===== src/rtl/uart_cmd_regs.sv =====
// Framed serial command parser: HEADER, address, DATA_BYTES payload, checksum.
// Writes a register bank and answers each frame with an ACK/NAK byte.
module uart_cmd_regs #(
   parameter int                      NUM_REGS    = 4,
   parameter int                      DATA_BYTES  = 1,
   parameter logic [7:0]              HEADER      = 8'h55,
   parameter logic [7:0]              ACK_BYTE    = 8'hAA,
   parameter logic [7:0]              NAK_BYTE    = 8'hEE,
   parameter int                      TIMEOUT_CYC = 500000,
   parameter logic [8*DATA_BYTES-1:0] RESET_VAL   = '0
) (
   input  logic                               clk,
   input  logic                               rst,
   input  logic [7:0]                         rx_data,
   input  logic                               rx_valid,
   output logic [7:0]                         tx_data,
   output logic                               tx_valid,
   input  logic                               tx_ready,
   output logic [NUM_REGS*8*DATA_BYTES-1:0]   regs_o,
   output logic                               upd_pulse,
   output logic [3:0]                         upd_idx,
   output logic [7:0]                         err_cnt
);

   localparam int REG_W = 8 * DATA_BYTES;
   localparam int TO_W  = $clog2(TIMEOUT_CYC + 1);
   localparam logic [TO_W-1:0] TO_LAST = TO_W'(TIMEOUT_CYC - 1);

   localparam logic [1:0] IDLE = 2'd0;
   localparam logic [1:0] ADDR = 2'd1;
   localparam logic [1:0] DATA = 2'd2;
   localparam logic [1:0] CSUM = 2'd3;

   logic [1:0]       state_q, state_d;
   logic [2:0]       byteCnt_q, byteCnt_d;
   logic [TO_W-1:0]  toCnt_q, toCnt_d;
   logic [7:0]       csum_q, csum_d;
   logic [7:0]       addr_q, addr_d;
   logic [REG_W-1:0] shift_q, shift_d;
   logic [REG_W-1:0] regs_q [NUM_REGS];
   logic [7:0]       txData_q;
   logic             txValid_q;
   logic             updPulse_q;
   logic [3:0]       updIdx_q;
   logic [7:0]       errCnt_q;

   logic             doWrite;
   logic             respond;
   logic [7:0]       respByte;
   logic             errInc;

   // Parser next-state; the timeout counter only runs while inside a frame.
   always_comb begin
      state_d   = state_q;
      byteCnt_d = byteCnt_q;
      toCnt_d   = toCnt_q;
      csum_d    = csum_q;
      addr_d    = addr_q;
      shift_d   = shift_q;
      doWrite   = 1'b0;
      respond   = 1'b0;
      respByte  = ACK_BYTE;
      errInc    = 1'b0;
      if (state_q == IDLE) begin
         toCnt_d = '0;
         if (rx_valid && rx_data == HEADER) begin
            state_d = ADDR;
            csum_d  = 8'h00;
         end
      end else if (rx_valid) begin
         toCnt_d = '0;
         if (state_q == ADDR) begin
            addr_d    = rx_data;
            csum_d    = csum_q + rx_data;
            byteCnt_d = 3'd0;
            state_d   = DATA;
         end else if (state_q == DATA) begin
            shift_d = REG_W'({shift_q, rx_data});
            csum_d  = csum_q + rx_data;
            if (byteCnt_q == 3'(DATA_BYTES - 1)) begin
               state_d = CSUM;
            end else begin
               byteCnt_d = byteCnt_q + 3'd1;
            end
         end else begin
            state_d = IDLE;
            respond = 1'b1;
            if (rx_data == csum_q && addr_q < 8'(NUM_REGS)) begin
               doWrite = 1'b1;
            end else begin
               respByte = NAK_BYTE;
               errInc   = 1'b1;
            end
         end
      end else if (toCnt_q == TO_LAST) begin
         state_d = IDLE;
         toCnt_d = '0;
         errInc  = 1'b1;
      end else begin
         toCnt_d = toCnt_q + 1'b1;
      end
   end

   always_ff @(posedge clk or posedge rst) begin
      if (rst) begin
         state_q    <= IDLE;
         byteCnt_q  <= '0;
         toCnt_q    <= '0;
         csum_q     <= '0;
         addr_q     <= '0;
         shift_q    <= '0;
         txData_q   <= '0;
         txValid_q  <= 1'b0;
         updPulse_q <= 1'b0;
         updIdx_q   <= '0;
         errCnt_q   <= '0;
         for (int i = 0; i < NUM_REGS; i++) begin
            regs_q[i] <= RESET_VAL;
         end
      end else begin
         state_q    <= state_d;
         byteCnt_q  <= byteCnt_d;
         toCnt_q    <= toCnt_d;
         csum_q     <= csum_d;
         addr_q     <= addr_d;
         shift_q    <= shift_d;
         updPulse_q <= doWrite;
         if (doWrite) begin
            updIdx_q <= addr_q[3:0];
         end
         for (int i = 0; i < NUM_REGS; i++) begin
            if (doWrite && addr_q == 8'(i)) begin
               regs_q[i] <= shift_q;
            end
         end
         // A fresh response always wins over a pending or just-accepted one.
         if (respond) begin
            txData_q  <= respByte;
            txValid_q <= 1'b1;
         end else if (txValid_q && tx_ready) begin
            txValid_q <= 1'b0;
         end
         if (errInc && errCnt_q != 8'hFF) begin
            errCnt_q <= errCnt_q + 8'd1;
         end
      end
   end

   always_comb begin
      regs_o = '0;
      for (int i = 0; i < NUM_REGS; i++) begin
         regs_o[i*REG_W +: REG_W] = regs_q[i];
      end
   end

   assign tx_data   = txData_q;
   assign tx_valid  = txValid_q;
   assign upd_pulse = updPulse_q;
   assign upd_idx   = updIdx_q;
   assign err_cnt   = errCnt_q;

endmodule


===== config.mk =====
export PLATFORM = sky130hd
export DESIGN_NAME = uart_cmd_regs
export DESIGN_NICKNAME = d
export VERILOG_FILES = /design/src/rtl/uart_cmd_regs.sv
export SDC_FILE = /design/constraint.sdc
export NUM_CORES = 1
export LEC_CHECK = 0
export ABC_AREA = 1
export BUFFER_PORTS_ARGS = -buffer_cell sky130_fd_sc_hd__buf_2
export CAP_MARGIN = 20
export CORE_UTILIZATION = 35
export CTS_BUF_LIST = sky130_fd_sc_hd__clkbuf_2
export CTS_CLUSTER_SIZE = 20
export DETAILED_ROUTE_END_ITERATION = 8
export GPL_ROUTABILITY_DRIVEN = 0
export HOLD_SLACK_MARGIN = 0.1
export MAX_ROUTING_LAYER = met4
export PLACE_DENSITY_LB_ADDON = 0.1
export SKIP_CTS_REPAIR_TIMING = 1
export SYNTH_ARGS = -nofsm -noshare
export SYNTH_HDL_FRONTEND = slang
export SYNTH_SLANG_ARGS = --single-unit

===== constraint.sdc =====
create_clock -name clk -period 4.18 [get_ports clk]
set_clock_uncertainty 0.2 [all_clocks]
set_input_delay 0.627 -clock clk [delete_from_list [all_inputs] [get_ports clk]]
set_output_delay 0.627 -clock clk [all_outputs]
set_load 0.01 [all_outputs]

==> impl_metrics.ini <==
[setup_path]
critPathKind = reg -> reg
r2r_cells = 10
cpMostUsedCell = nand2_1
critPathMaxFanout = 33
worstPathArrival_ns = 3.05
slowest_stage = nor2_4
worst_r2r_endpoint = regs_o[11]
r2r-start = state_q[0]
path_buf_inv = 3
cp.depth = 10
critPathMaxStageDelay_ns = 0.57
regToRegSetupSlack_ns = 1.43
crit_family = simple AND/OR/NAND/NOR gates
worst_ep_required_time_ns = 4.48
critPathLaunchType = register
crit_path_cell_trace = inv_1, ha_1, inv_1, nand2_1, inv_1, nand2_1, nor2_4, nand3_1, nand2_1, nand2_1
endpoint_kind = register

[pwr]
p_per_area_nw_per_um2 = 492.8
power.leakage_nw = 2.883
power_mw = 2.664
peakVddDrop_v = 0.0002535

[global_routing]
antenna_found_initial = 0
groute.usage.overall = 0.1639
grt_pass1_wl_um = 17860
overflow = 0
first_global_vias = 3662
grt_max_degree = 66

[detailed_routing]
post_drt_wl_per_cell_um = 12.86
routed_wirelength_um = 10610
via_per_inst = 4.766
via_count = 3932
drc = 0
ant_nets = 0
dr.pass1.iters = 4
drt_iter0_drc = 190

[sta]
period_minus_slack_ns = 2.753
slew_headroom = 0.4624
tns_ns = 0
fin_ws_ns = 1.427
finalHoldViolCount = 0
slew_viol_final = 0
setup_violations = 0
hold_ws_ns = 0.1379
fmax_mhz = 363.2
period_share = 0.6586
worst_pin_slew_ns = 0.8064
rsz0062_at_grt = no

[clocking]
clk_latency_ns = 0.58
clk_pin_slew_worst_paths_ns = 0.25
cts_made_buffers = 9
root_buffer = clkbuf_2
cts_tree = done
numClockSinks = 96
cts.htree.levels = 3
clockBufferDepth = 2

[die]
initial_utilization = 0.3595
die_w_um = 118.9
die_h_um = 118.9
core_area_um2 = 13300
rows = 42
io_pins = 66
die_area_um2 = 14130

[worst_hold_path]
hold_path_depth = 3
holdPathEnd = shift_q[5]
hold_path.startpoint = rx_data[5]
hold_class = in -> reg

[synthesis]
netlist_area_um2 = 4780
ys_seq_elements = 96
synth_cells = 582
ys_seq_area_frac = 0.5026
yosys.area.top_type = dfrtp_1
synth_top_area_frac = 0.5026
yosysUniqueCellTypes = 33
ys_warn_count = 0
synth_area_per_cell_um2 = 8.212
async_flop_share = 1.000
yosys-top-cells-count = 185 x nand2_1, 96 x dfrtp_1, 61 x nor2_1, 51 x inv_1, 40 x nand4_1
dominantRegCellSynth = dfrtp_1
synth-edff-count = 0
ys_top_cells_by_area = dfrtp_1 50%, nand2_1 15%, nand4_1 5.2%
yosysMostFrequentCell = nand2_1

[run_status]
status = completed

[job]
drv_cap = 0

[final_layout]
final_cells = 825
fin_nets = 672
num_antenna_cells = 0
syn_to_final_growth_pct = 13.09
drive_gt1_frac = 0.1479

[placement]
dp_hpwl_um = 7666
port_buffers = 63
place_inst = 807
dp_worst_setup_slack_ns = 1.134
[cells by family (layout without fill, tap and decap cells)]
| family | after synthesis | in the layout | share of synthesized area |
|---|---|---|---|
| DFF | 96 | 96 | 0.5026 |
| and+or+nand+nor | 343 | 343 | 0.3173 |
| AOI/OAI and AO/OA | 42 | 42 | 0.04660 |
| buffers and inverters | 71 | 137 | 0.06544 |
| adders and majority gates | 16 | 16 | 0.04346 |
| other | 1 | 2 | 0.0007846 |
| xor gates and xnor gates | 13 | 13 | 0.02382 |
[per-stage QoR]
stage                     utilization  instance area (um2)
after detailed placement       0.3934                 5230
final                          0.4066                 5405
after floorplan                     -                 4783
after CTS                      0.4050                 5385
after global placement         0.3934                 5230
after global routing           0.4066                 5405
[sequential cells by signal, summed over array words and instances, names as in the netlist]
name,flops
addr_q,8
byteCnt_q,3
csum_q,8
err_cnt,8
regs_o,32
shift_q,8
state_q,2
toCnt_q,19
tx_data,2
tx_valid,1
upd_idx,4
upd_pulse,1
[layer usage]
layer / global-route usage / share of wire / up-vias
met1: 0.2137 / 0.49 / 1815
met5: - / 0 / -
met2: 0.2515 / 0.45 / 94
met3: 0.02586 / 0.042 / 17
met4: 0.07516 / 0.022 / 0
li1: - / - / 2006
[how the worst max path moves through the flow]
stage / slack (ns) / end / startpoint
after global placement: 1.18 / regs_o[12] / rx_data[6]
after detailed placement: 1.13 / regs_o[12] / rx_data[6]
after floorplan: 0.85 / addr_q[0] / rst
after CTS: 1.46 / regs_o[4] / state_q[0]
final: 1.43 / regs_o[11] / state_q[0]
after global routing: 1.12 / regs_o[13] / state_q[0]
[tightest hold or removal path, delay by kind of cell]
kind	cells	cell delay, ns
buffers and inverters	2	0.18
AO/OA/AOI/OAI	1	0.08
[power breakdown]
| part | switching [mW] | total, mW | leakage (nW) | internal, mW |
|---|---|---|---|---|
| Clock | 0.311 | 0.563 | 0.0870 | 0.252 |
| Sequential | 0.172 | 1.25 | 1.29 | 1.08 |
| Combinational | 0.564 | 0.846 | 1.51 | 0.283 |
| Total | 1.05 | 2.66 | 2.88 | 1.62 |
[layout by cell type (no fill, tap or decap), types with 3 or more instances in the layout]
cell	synthesis	final
clkinv_1	1	3
nand4_1	40	40
dfrtp_1	96	96
nand2_2	3	3
a21oi_1	9	9
nor3_1	3	3
nor2_4	5	5
buf_2	4	63
o21ai_0	26	26
a31oi_1	3	3
xnor2_1	4	4
clkbuf_2	0	9
inv_1	51	50
bufinv_16	0	3
xor2_1	9	9
nor2_1	61	61
nand2_1	185	185
nand3_1	36	36
buf_4	7	3
ha_1	15	15
[final cells by class]
cell class                 instances  area [um2]
tap                              176       220.2
inverter                          53       201.4
clock buffer                       9       45.04
sequential                        96        2402
fill                            1358        7890
timing repair buffer              68       357.8
clock inverter                     7       110.1
multi-input combinational        416        2068
No activity file was read; power rests on OpenSTA's default activity.
